<file path="src/rtl/approx_mul_pkg.sv">
// approx_mul_pkg: shared defaults, FSM state type and saturating add for the approximate multiplier error monitor
package approx_mul_pkg;

    localparam int WIDTH_DEF = 16;
    localparam int CNT_W_DEF = 32;
    localparam int ACC_W_DEF = 48;
    localparam int SAT_W     = 64;

    typedef enum logic [1:0] {IDLE, MUL, CMP} state_t;

    // Clamps x + y to 2**n - 1; on clamp bit SAT_W is set, so any set bit at or above n flags saturation.
    function automatic logic [SAT_W:0] sat_add(input logic [SAT_W-1:0] x, input logic [SAT_W-1:0] y, input int n);
        logic [SAT_W:0] s;
        logic [SAT_W:0] m;
        s = {1'b0, x} + {1'b0, y};
        m = ((SAT_W+1)'(1) << n) - (SAT_W+1)'(1);
        return (s > m) ? {1'b1, m[SAT_W-1:0]} : {1'b0, s[SAT_W-1:0]};
    endfunction

endpackage

</file>
<file path="src/rtl/seq_mul_ref.sv">
// seq_mul_ref: exact unsigned shift-add multiplier, one partial product per cycle over WIDTH cycles
module seq_mul_ref #(
    parameter int WIDTH = 16
) (
    input  logic               clk,
    input  logic               rst_n,
    input  logic               clr,
    input  logic               start,
    input  logic [WIDTH-1:0]   a,
    input  logic [WIDTH-1:0]   b,
    output logic               busy,
    output logic               done,
    output logic [2*WIDTH-1:0] prod
);

    localparam int CW = $clog2(WIDTH + 1);

    logic [WIDTH-1:0] a_q;
    logic [WIDTH-1:0] b_q;
    logic [CW-1:0]    cnt;
    logic [CW-1:0]    idx;

    assign busy = cnt != '0;
    // done marks the cycle whose edge adds the last partial product
    assign done = cnt == CW'(1);
    assign idx  = CW'(WIDTH) - cnt;

    always_ff @(posedge clk or negedge rst_n) begin
        if (!rst_n) begin
            a_q  <= '0;
            b_q  <= '0;
            cnt  <= '0;
            prod <= '0;
        end else if (clr) begin
            cnt <= '0;
        end else if (start) begin
            a_q  <= a;
            b_q  <= b;
            cnt  <= CW'(WIDTH);
            prod <= '0;
        end else if (busy) begin
            prod <= b_q[0] ? prod + ({{WIDTH{1'b0}}, a_q} << idx) : prod;
            b_q  <= b_q >> 1;
            cnt  <= cnt - CW'(1);
        end
    end

endmodule

</file>
<file path="src/rtl/approx_mul_err_monitor.sv">
// approx_mul_err_monitor: compares approximate products with an exact shift-add product and accumulates error statistics
// Optional ERR_MON_BIAS_EN adds under_cnt/over_cnt bias counters.
module approx_mul_err_monitor
    import approx_mul_pkg::*;
#(
    parameter int WIDTH = WIDTH_DEF,
    parameter int CNT_W = CNT_W_DEF,
    parameter int ACC_W = ACC_W_DEF
) (
    input  logic               clk,
    input  logic               rst_n,
    input  logic               clr,
    input  logic               in_valid,
    output logic               in_ready,
    input  logic [WIDTH-1:0]   in_a,
    input  logic [WIDTH-1:0]   in_b,
    input  logic [2*WIDTH-1:0] in_approx,
    output logic               done_valid,
    output logic               done_mismatch,
    output logic [2*WIDTH-1:0] done_ed,
    output logic [CNT_W-1:0]   total_cnt,
    output logic [CNT_W-1:0]   err_cnt,
    output logic [ACC_W-1:0]   ed_sum,
    output logic [2*WIDTH-1:0] ed_max,
    output logic               sat
`ifdef ERR_MON_BIAS_EN
    ,
    output logic [CNT_W-1:0]   under_cnt,
    output logic [CNT_W-1:0]   over_cnt
`endif
);

    localparam int PW = 2 * WIDTH;

    state_t         state;
    logic [PW-1:0]  approx_q;
    logic [PW-1:0]  exact;
    logic [PW-1:0]  ed;
    logic           mul_start;
    logic           mul_busy;
    logic           mul_done;
    logic           ovf;
    logic [SAT_W:0] tot_n;
    logic [SAT_W:0] err_n;
    logic [SAT_W:0] sum_n;

    // clr wins over a simultaneous handshake
    assign mul_start = in_valid && in_ready && !clr;

    seq_mul_ref #(.WIDTH(WIDTH)) u_mul (
        .clk   (clk),
        .rst_n (rst_n),
        .clr   (clr),
        .start (mul_start),
        .a     (in_a),
        .b     (in_b),
        .busy  (mul_busy),
        .done  (mul_done),
        .prod  (exact)
    );

    assign ed    = exact >= approx_q ? exact - approx_q : approx_q - exact;
    assign tot_n = sat_add(SAT_W'(total_cnt), SAT_W'(1), CNT_W);
    assign err_n = sat_add(SAT_W'(err_cnt), SAT_W'(ed != '0), CNT_W);
    assign sum_n = sat_add(SAT_W'(ed_sum), SAT_W'(ed), ACC_W);

`ifdef ERR_MON_BIAS_EN
    logic [SAT_W:0] und_n;
    logic [SAT_W:0] ovr_n;
    assign und_n = sat_add(SAT_W'(under_cnt), SAT_W'(exact > approx_q), CNT_W);
    assign ovr_n = sat_add(SAT_W'(over_cnt), SAT_W'(approx_q > exact), CNT_W);
    assign ovf   = |{tot_n[SAT_W:CNT_W], err_n[SAT_W:CNT_W], sum_n[SAT_W:ACC_W], und_n[SAT_W:CNT_W], ovr_n[SAT_W:CNT_W]};
`else
    assign ovf   = |{tot_n[SAT_W:CNT_W], err_n[SAT_W:CNT_W], sum_n[SAT_W:ACC_W]};
`endif

    always_ff @(posedge clk or negedge rst_n) begin
        if (!rst_n) begin
            state         <= IDLE;
            in_ready      <= 1'b1;
            approx_q      <= '0;
            done_valid    <= 1'b0;
            done_mismatch <= 1'b0;
            done_ed       <= '0;
            total_cnt     <= '0;
            err_cnt       <= '0;
            ed_sum        <= '0;
            ed_max        <= '0;
            sat           <= 1'b0;
`ifdef ERR_MON_BIAS_EN
            under_cnt     <= '0;
            over_cnt      <= '0;
`endif
        end else if (clr) begin
            state         <= IDLE;
            in_ready      <= 1'b1;
            approx_q      <= '0;
            done_valid    <= 1'b0;
            done_mismatch <= 1'b0;
            done_ed       <= '0;
            total_cnt     <= '0;
            err_cnt       <= '0;
            ed_sum        <= '0;
            ed_max        <= '0;
            sat           <= 1'b0;
`ifdef ERR_MON_BIAS_EN
            under_cnt     <= '0;
            over_cnt      <= '0;
`endif
        end else begin
            done_valid <= 1'b0;
            case (state)
                IDLE: if (mul_start) begin
                    approx_q <= in_approx;
                    in_ready <= 1'b0;
                    state    <= MUL;
                end
                MUL: if (mul_done || !mul_busy) state <= CMP;
                CMP: begin
                    done_valid    <= 1'b1;
                    done_mismatch <= ed != '0;
                    done_ed       <= ed;
                    total_cnt     <= tot_n[CNT_W-1:0];
                    err_cnt       <= err_n[CNT_W-1:0];
                    ed_sum        <= sum_n[ACC_W-1:0];
                    ed_max        <= ed > ed_max ? ed : ed_max;
                    sat           <= sat | ovf;
`ifdef ERR_MON_BIAS_EN
                    under_cnt     <= und_n[CNT_W-1:0];
                    over_cnt      <= ovr_n[CNT_W-1:0];
`endif
                    in_ready      <= 1'b1;
                    state         <= IDLE;
                end
                default: state <= IDLE;
            endcase
        end
    end

endmodule
</file>
<file path="config.mk">
export PLATFORM = sky130hd
export DESIGN_NAME = approx_mul_err_monitor
export DESIGN_NICKNAME = d
export VERILOG_FILES = /design/src/rtl/approx_mul_pkg.sv /design/src/rtl/seq_mul_ref.sv /design/src/rtl/approx_mul_err_monitor.sv
export SDC_FILE = /design/constraint.sdc
export NUM_CORES = 1
export LEC_CHECK = 0
export CAP_MARGIN = 20
export CORE_MARGIN = 4
export CORE_UTILIZATION = 64
export CTS_CLUSTER_DIAMETER = 100
export CTS_CLUSTER_SIZE = 16
export DETAILED_ROUTE_END_ITERATION = 7
export DONT_BUFFER_PORTS = 1
export PLACE_DENSITY = 0.8
export SETUP_SLACK_MARGIN = 0.2
export SLEW_MARGIN = 20
export SYNTH_ARGS = -nofsm -noshare
export SYNTH_HDL_FRONTEND = slang
export SYNTH_HIERARCHICAL = 1
export SYNTH_SLANG_ARGS = --single-unit
</file>
<file path="constraint.sdc">
create_clock -name clk -period 8.2 [get_ports clk]
set_input_delay 1.23 -clock clk [delete_from_list [all_inputs] [get_ports clk]]
set_output_delay 1.23 -clock clk [all_outputs]
set_load 0.01 [all_outputs]
</file>
==> results.cfg, run 1 <==
[pwr]
pwr-share-seq_pct = 17.1
switching_power_w = 0.005913
cellInternalPower_w = 0.005028
power_leakage_nw = 9.843
p_per_area_nw_per_um2 = 486.9
power_frac_comb_pct = 74.1
ir_drop_mv = 0.2870
switching_share_pct = 54.05
clockPowerShare_pct = 8.9

[sta]
maxClockFrequency_ghz = 0.1388
final-max-slew-violation-count = 0
post-route-worst-setup-slack_ps = 997.0
unrepaired_setup_endpoints_after_global_routing = no
layout_min_cycle_time_ps = 7203
skew_ps = 13.12
timing_worst_slew_pin_value_ps = 1079
setup_tns_ps = 0
final_cycle_utilization_of_the_critical_path_pct = 87.84
whs_ps = 393.9
report.final.setup_viol = 0
max_slew_margin_pct = 28.04
finalHoldViolCount = 0

[logic_synthesis]
synth_warnings = 6
yosys.area.top_type_share_pct = 32.44
synth_flop_cell = dfrtp_1
ys_types = 98
syn-num-nets = 2908
yosys.cell_count.top_type = nor2_1
post_synth_inst_count = 2665
netlist_top_cells_area = dfrtp_1 (32%), ha_1 (9.8%), a21oi_1 (5.6%)
synthArstFlopShare_pct = 100.0
synth_top_area_cell = dfrtp_1
synthesis.area_per_instance_sq_um = 8.163
synth_sequential_area_ratio_pct = 32.56
postSynthRegisterBits = 283
netlist_top_cells_count = nor2_1 (324), dfrtp_1 (282), nand2_1 (265), a21oi_1 (245), ha_1 (171)
synth_area_sq_um = 21750
synth_edf_count = 0

[route]
initialDrtViolationCount = 1807
vias_per_cell = 6.646
vias = 20050
post_drt_wl_per_cell_um = 21.57
final_antenna_violating_net_count = 0
drt_first_pass_iters = 7
drc_errors = 0
wirelength_mm = 65.05

[clocking]
clkSinkCount = 283
cts.clk_slew.worst_paths_ps = 70
post_cts_sizing = 0
postCtsHoldBufs = 0
post_cts_setup_buffer_count = 0
cts_buffer_depth = 3
numCtsBuffers = 21
worst_skew_pair.late_latency_ps = 530
tritoncts = yes
clock_tree_root_driver_cell = clkbuf_16
ctsHtreeMaxLevel = 1

[critical_path]
timing.reg2reg.worst_path_depth = 21
worst_ep_arrival_time_ps = 7630
critPathKind = flop to flop
setup.worst_path.end_class = flop
cp_max_fo = 22
cp-start-kind = flop
worstPathRequired_ps = 8620

[finish]
final-instance-count-excl-fill = 3016
area_growth_pct = 3.301
postLayoutCoreUtil_pct = 67.02
drive_above_1_share_pct = 4.945
finish.net_count = 2804
number_of_inserted_diodes = 0

[placed_design]
routabilityCongestion = 0.9742
port_buffers = 0
place.detailed.hpwl_mm = 48.38
dp_cells = 2985
pre_cts_ws_ps = 1201

[global_route]
pin_count_of_the_biggest_net_entering_global_routing = 284
grt_antenna_before_repair = 0
grt_overflow_total = 0
global_route_usage_over_all_layers_pct = 33.86
first_global_vias = 18760
grt_pass1_wl_mm = 102.4

[floorplan]
core_area_sq_um = 33530
initial_utilization_pct = 64.88
ioPinCount = 248
placement_rows = 67
fp.dieArea_sq_um = 37010
floorplan.die.height_um = 192.4
die_w_um = 192.4

[status]
status = finished, final reports clean

[run]
maxCapViolations = 0

[hold_path]
worstHoldPathType = input pin to async pin
[final timing paths]
path	end	slack, ps	from
setup / recovery	err_cnt[25]	1000	u_mul/prod[25]
hold / removal	ed_sum[12]	390	rst_n
setup reg to reg	err_cnt[25]	1000	u_mul/prod[25]
hold reg to reg	approx_q[31]	530	approx_q[31]
max in group asynchronous	total_cnt[2]	7300	rst_n
min in group clk	approx_q[31]	530	approx_q[31]
[cell usage in the layout, fill, tap and decap left out, types with 10 or more instances in the layout]
master / instances
buf_4: 24
mux2_2: 21
and2_1: 10
a21oi_1: 244
mux2i_1: 69
a31oi_1: 24
a21o_1: 72
and4_1: 12
a211oi_1: 79
or3_1: 13
and3_1: 34
o21a_1: 22
o211ai_1: 11
nand2_1: 264
inv_1: 129
nor3_1: 86
nand4_1: 49
xor2_1: 45
o31ai_1: 12
dfrtp_1: 282
ha_1: 171
o21ai_1: 10
a311oi_1: 41
nor4_1: 11
nor2_1: 323
nand2b_1: 13
o21bai_1: 25
a21oi_2: 15
nand3_1: 65
nor2b_1: 20
o21ai_0: 143
clkbuf_16: 21
o22ai_1: 17
xnor2_1: 52
[power by group through the flow]
stage               registers [W]  logic (W)  clock network, W
floorplan                 0.00180    0.00585                 0
global placement          0.00187    0.00775                 0
detailed placement        0.00189    0.00787                 0
CTS                       0.00187    0.00792          0.000988
global route              0.00189    0.00884           0.00104
finish                    0.00187    0.00810          0.000972
[through the flow]
stage,cell area [sq um],power (W)
floorplan,21750,0.007648
global placement,21890,0.009622
detailed placement,21890,0.009761
CTS,22460,0.01077
global route,22470,0.01177
finish,22470,0.01094
[logic make-up (layout without fill, tap and decap cells)]
family,Yosys count,in the layout,share of synthesized area [%]
mux,93,93,4.538
simple gates,944,944,20.11
xor+xnor,97,97,3.905
flops,283,283,32.56
compound gates,789,789,23.36
fa+ha+maj,175,175,10.20
buf+inv,284,187,5.326
[routing by layer]
layer | vias up | wire length [um] | GRT usage [%]
met2 | 812 | 29430 | 53.68
li1 | 9382 | - | -
met4 | 0 | 2947 | 12.62
met3 | 156 | 5100 | 6.042
met5 | - | 0 | 0
met1 | 9695 | 27570 | 46.63
[sequential cells by signal, indices dropped and copies added, names as in the netlist, 16 cells and up]
| name | cells |
|---|---|
| ed_sum | 48 |
| approx_q | 32 |
| done_ed | 32 |
| ed_max | 32 |
| err_cnt | 32 |
| total_cnt | 32 |
| u_mul/prod | 32 |
| u_mul/a_q | 16 |
| u_mul/b_q | 16 |
[worst max-delay path, cell delays in order (launching register included)]
cell      delay (ps)
dfrtp_1          420
ha_1             570
nand4_4          190
nor3_2           360
nand2_1          110
o311ai_2         410
or2_1            880
mux2i_1          220
xnor2_1          820
nor2_1           100
or4b_1           230
nor4b_2           60
nand4b_1         130
ha_1             250
ha_1             230
nand3_1          150
or2_2            350
nor2_1           210
nand2_1          140
nor2_1           550
nor2_1           350
a311oi_1         350
[cell type report]
type,count,area [sq um]
multi-input cells,2098,13560
clock inverters,1,7.507
flip-flops and latches,283,7083
repair buffers,27,222.7
inverters,130,488.0
well taps,448,560.5
clock buffers,29,555.5
fillers,2922,11060
Power figures use the tool's default switching activity.
==> run 2: changes to the inputs <==
Settings changed: CORE_MARGIN 4 to not set, SLEW_MARGIN 20 to 40.
==> run 2 against run 1 <==
Net effect: fmax increased by 5.3%; register-to-register slack improved by 360 ps; sequential share of layout area down 0.086 points; non-clock buffer count decreased by 2; first-iteration DRC count increased by 4.2%; clock skew grew 14 ps; design area rose by 0.27%; combinational power is essentially flat; via count down 0.64%; final cell count is essentially flat; critical path type unchanged; critical endpoint is now err_cnt[6]; largest power group unchanged.
==> results.cfg, run 2 (synthesis results as in run 1) <==
[clocking]
clkSinkCount = 283
tritoncts = yes
ctsHtreeMaxLevel = 1
worst_skew_pair.late_latency_ps = 550
numCtsBuffers = 21
cts.clk_slew.worst_paths_ps = 80
clock_tree_root_driver_cell = clkbuf_16
cts_buffer_depth = 3
postCtsHoldBufs = 0
post_cts_setup_buffer_count = 0
post_cts_sizing = 0

[sta]
layout_min_cycle_time_ps = 6840
max_slew_margin_pct = 41.56
maxClockFrequency_ghz = 0.1462
finalHoldViolCount = 0
final_cycle_utilization_of_the_critical_path_pct = 83.41
setup_tns_ps = 0
final-max-slew-violation-count = 0
skew_ps = 27.32
timing_worst_slew_pin_value_ps = 870.3
unrepaired_setup_endpoints_after_global_routing = no
report.final.setup_viol = 0

[route]
vias = 19920
wirelength_mm = 63.92
drt_first_pass_iters = 6
drc_errors = 0
final_antenna_violating_net_count = 0
post_drt_wl_per_cell_um = 21.19
vias_per_cell = 6.602
initialDrtViolationCount = 1883

[critical_path]
rr_startpoint = u_mul/prod[25]
critPathKind = flop to flop
worstPathRequired_ps = 8610
cp_slowest_stage_delay_ps = 580
startpoint = u_mul/prod[25]
worst_ep_arrival_time_ps = 7250
setup.worst_path.end_class = flop
critical-path-top-delay-family = simple AND/OR/NAND/NOR gates
timing.reg2reg.worst_path_depth = 22
cp-start-kind = flop
cp_max_fo = 25
cp_cell_sequence = ha_1, nand4_4, nor3_2, nand2_1, o311ai_2, or2_2, mux2i_1, xnor2_1, or4_1, or4b_1, nor4b_2, nand4b_1, ha_1, ha_1, nand3_1, or2_2, nor2_1, nand2_1, or2_2, nand2_1, nor2_1, a311oi_1
cp_slowest_cell = ha_1
critical_path.n_buffers_inverters = 0
reg2reg_setup_slack_ps = 1360
critical_path.reg2reg.endpoint = err_cnt[6]

[placed_design]
placed_area_sq_um = 21880
dp_cells = 2983
routabilityCongestion = 0.9517
place.detailed.hpwl_mm = 47.16
port_buffers = 0

[global_route]
grt_antenna_before_repair = 1
grt_pass1_wl_mm = 102.1
pin_count_of_the_biggest_net_entering_global_routing = 284
first_global_vias = 18700
grt_overflow_total = 0
global_route_usage_over_all_layers_pct = 35.93

[floorplan]
fp.dieArea_sq_um = 34730
initial_utilization_pct = 65.04
placement_rows = 67
floorplan.die.height_um = 186.4
core_area_sq_um = 33450
ioPinCount = 248
die_w_um = 186.4

[finish]
finish.net_count = 2802
largest_register_ff_count = 48
top_register = ed_sum
postLayoutCoreUtil_pct = 67.37
drive_above_1_share_pct = 5.138
leading_cell_types_in_the_layout_fill_and_taps_excluded = nor2_1 (322), dfrtp_1 (282), nand2_1 (264)
number_of_inserted_diodes = 0
area_growth_pct = 3.583
layout_commonest_cell = nor2_1
final_design_area_no_fill_sq_um = 22530
final-instance-count-excl-fill = 3017

[pwr]
p_per_area_nw_per_um2 = 486.0
power_leakage_nw = 9.863
ir_drop_mv = 0.3411

[hold_path]
worstHoldPathType = input pin to async pin

[status]
status = finished, final reports clean

[run]
maxCapViolations = 0
[run 2: per-stage QoR]
step / hold slack (ps) / setup WS, ps / power (W)
floorplan: 475.3 / 2360 / 0.007648
global placement: 505.7 / 1300 / 0.009597
detailed placement: 516.5 / 1433 / 0.009720
CTS: 373.2 / 1425 / 0.01077
global route: 370.2 / 945.6 / 0.01175
finish: 396.7 / 1360 / 0.01095
[run 2: report_power, final]
| group | internal [W] | switching, W |
|---|---|---|
| logic | 0.00295 | 0.00512 |
| registers | 0.00161 | 0.000258 |
| clock network | 0.000507 | 0.000512 |
| total | 0.00506 | 0.00589 |
[run 2: cell type report]
| cell class | count | area [sq um] |
|---|---|---|
| multi-input combinational | 2098 | 13590 |
| fill | 2793 | 10910 |
| sequential | 283 | 7083 |
| clock buffer | 31 | 563.0 |
| tap | 448 | 560.5 |
| inverter | 130 | 488.0 |
| timing repair buffer | 25 | 211.5 |
| clock inverter | 2 | 38.79 |
[run 2: worst max path at each step]
stage	end	slack (ps)	cells after the start
finish	err_cnt[6]	1360	22
global route	err_cnt[20]	950	23
CTS	ed_sum[27]	1420	23
detailed placement	err_cnt[6]	1430	25
global placement	err_cnt[6]	1300	22
floorplan	ed_sum[35]	2360	25
[run 2: per-layer routing]
layer / vias to the layer above / track usage [%] / part of all wire, %
met4: 0 / 14.46 / 4.1
met3: 112 / 6.282 / 8.1
met2: 794 / 55.98 / 45
li1: 9351 / - / -
met1: 9660 / 49.62 / 42
met5: - / 0 / 0
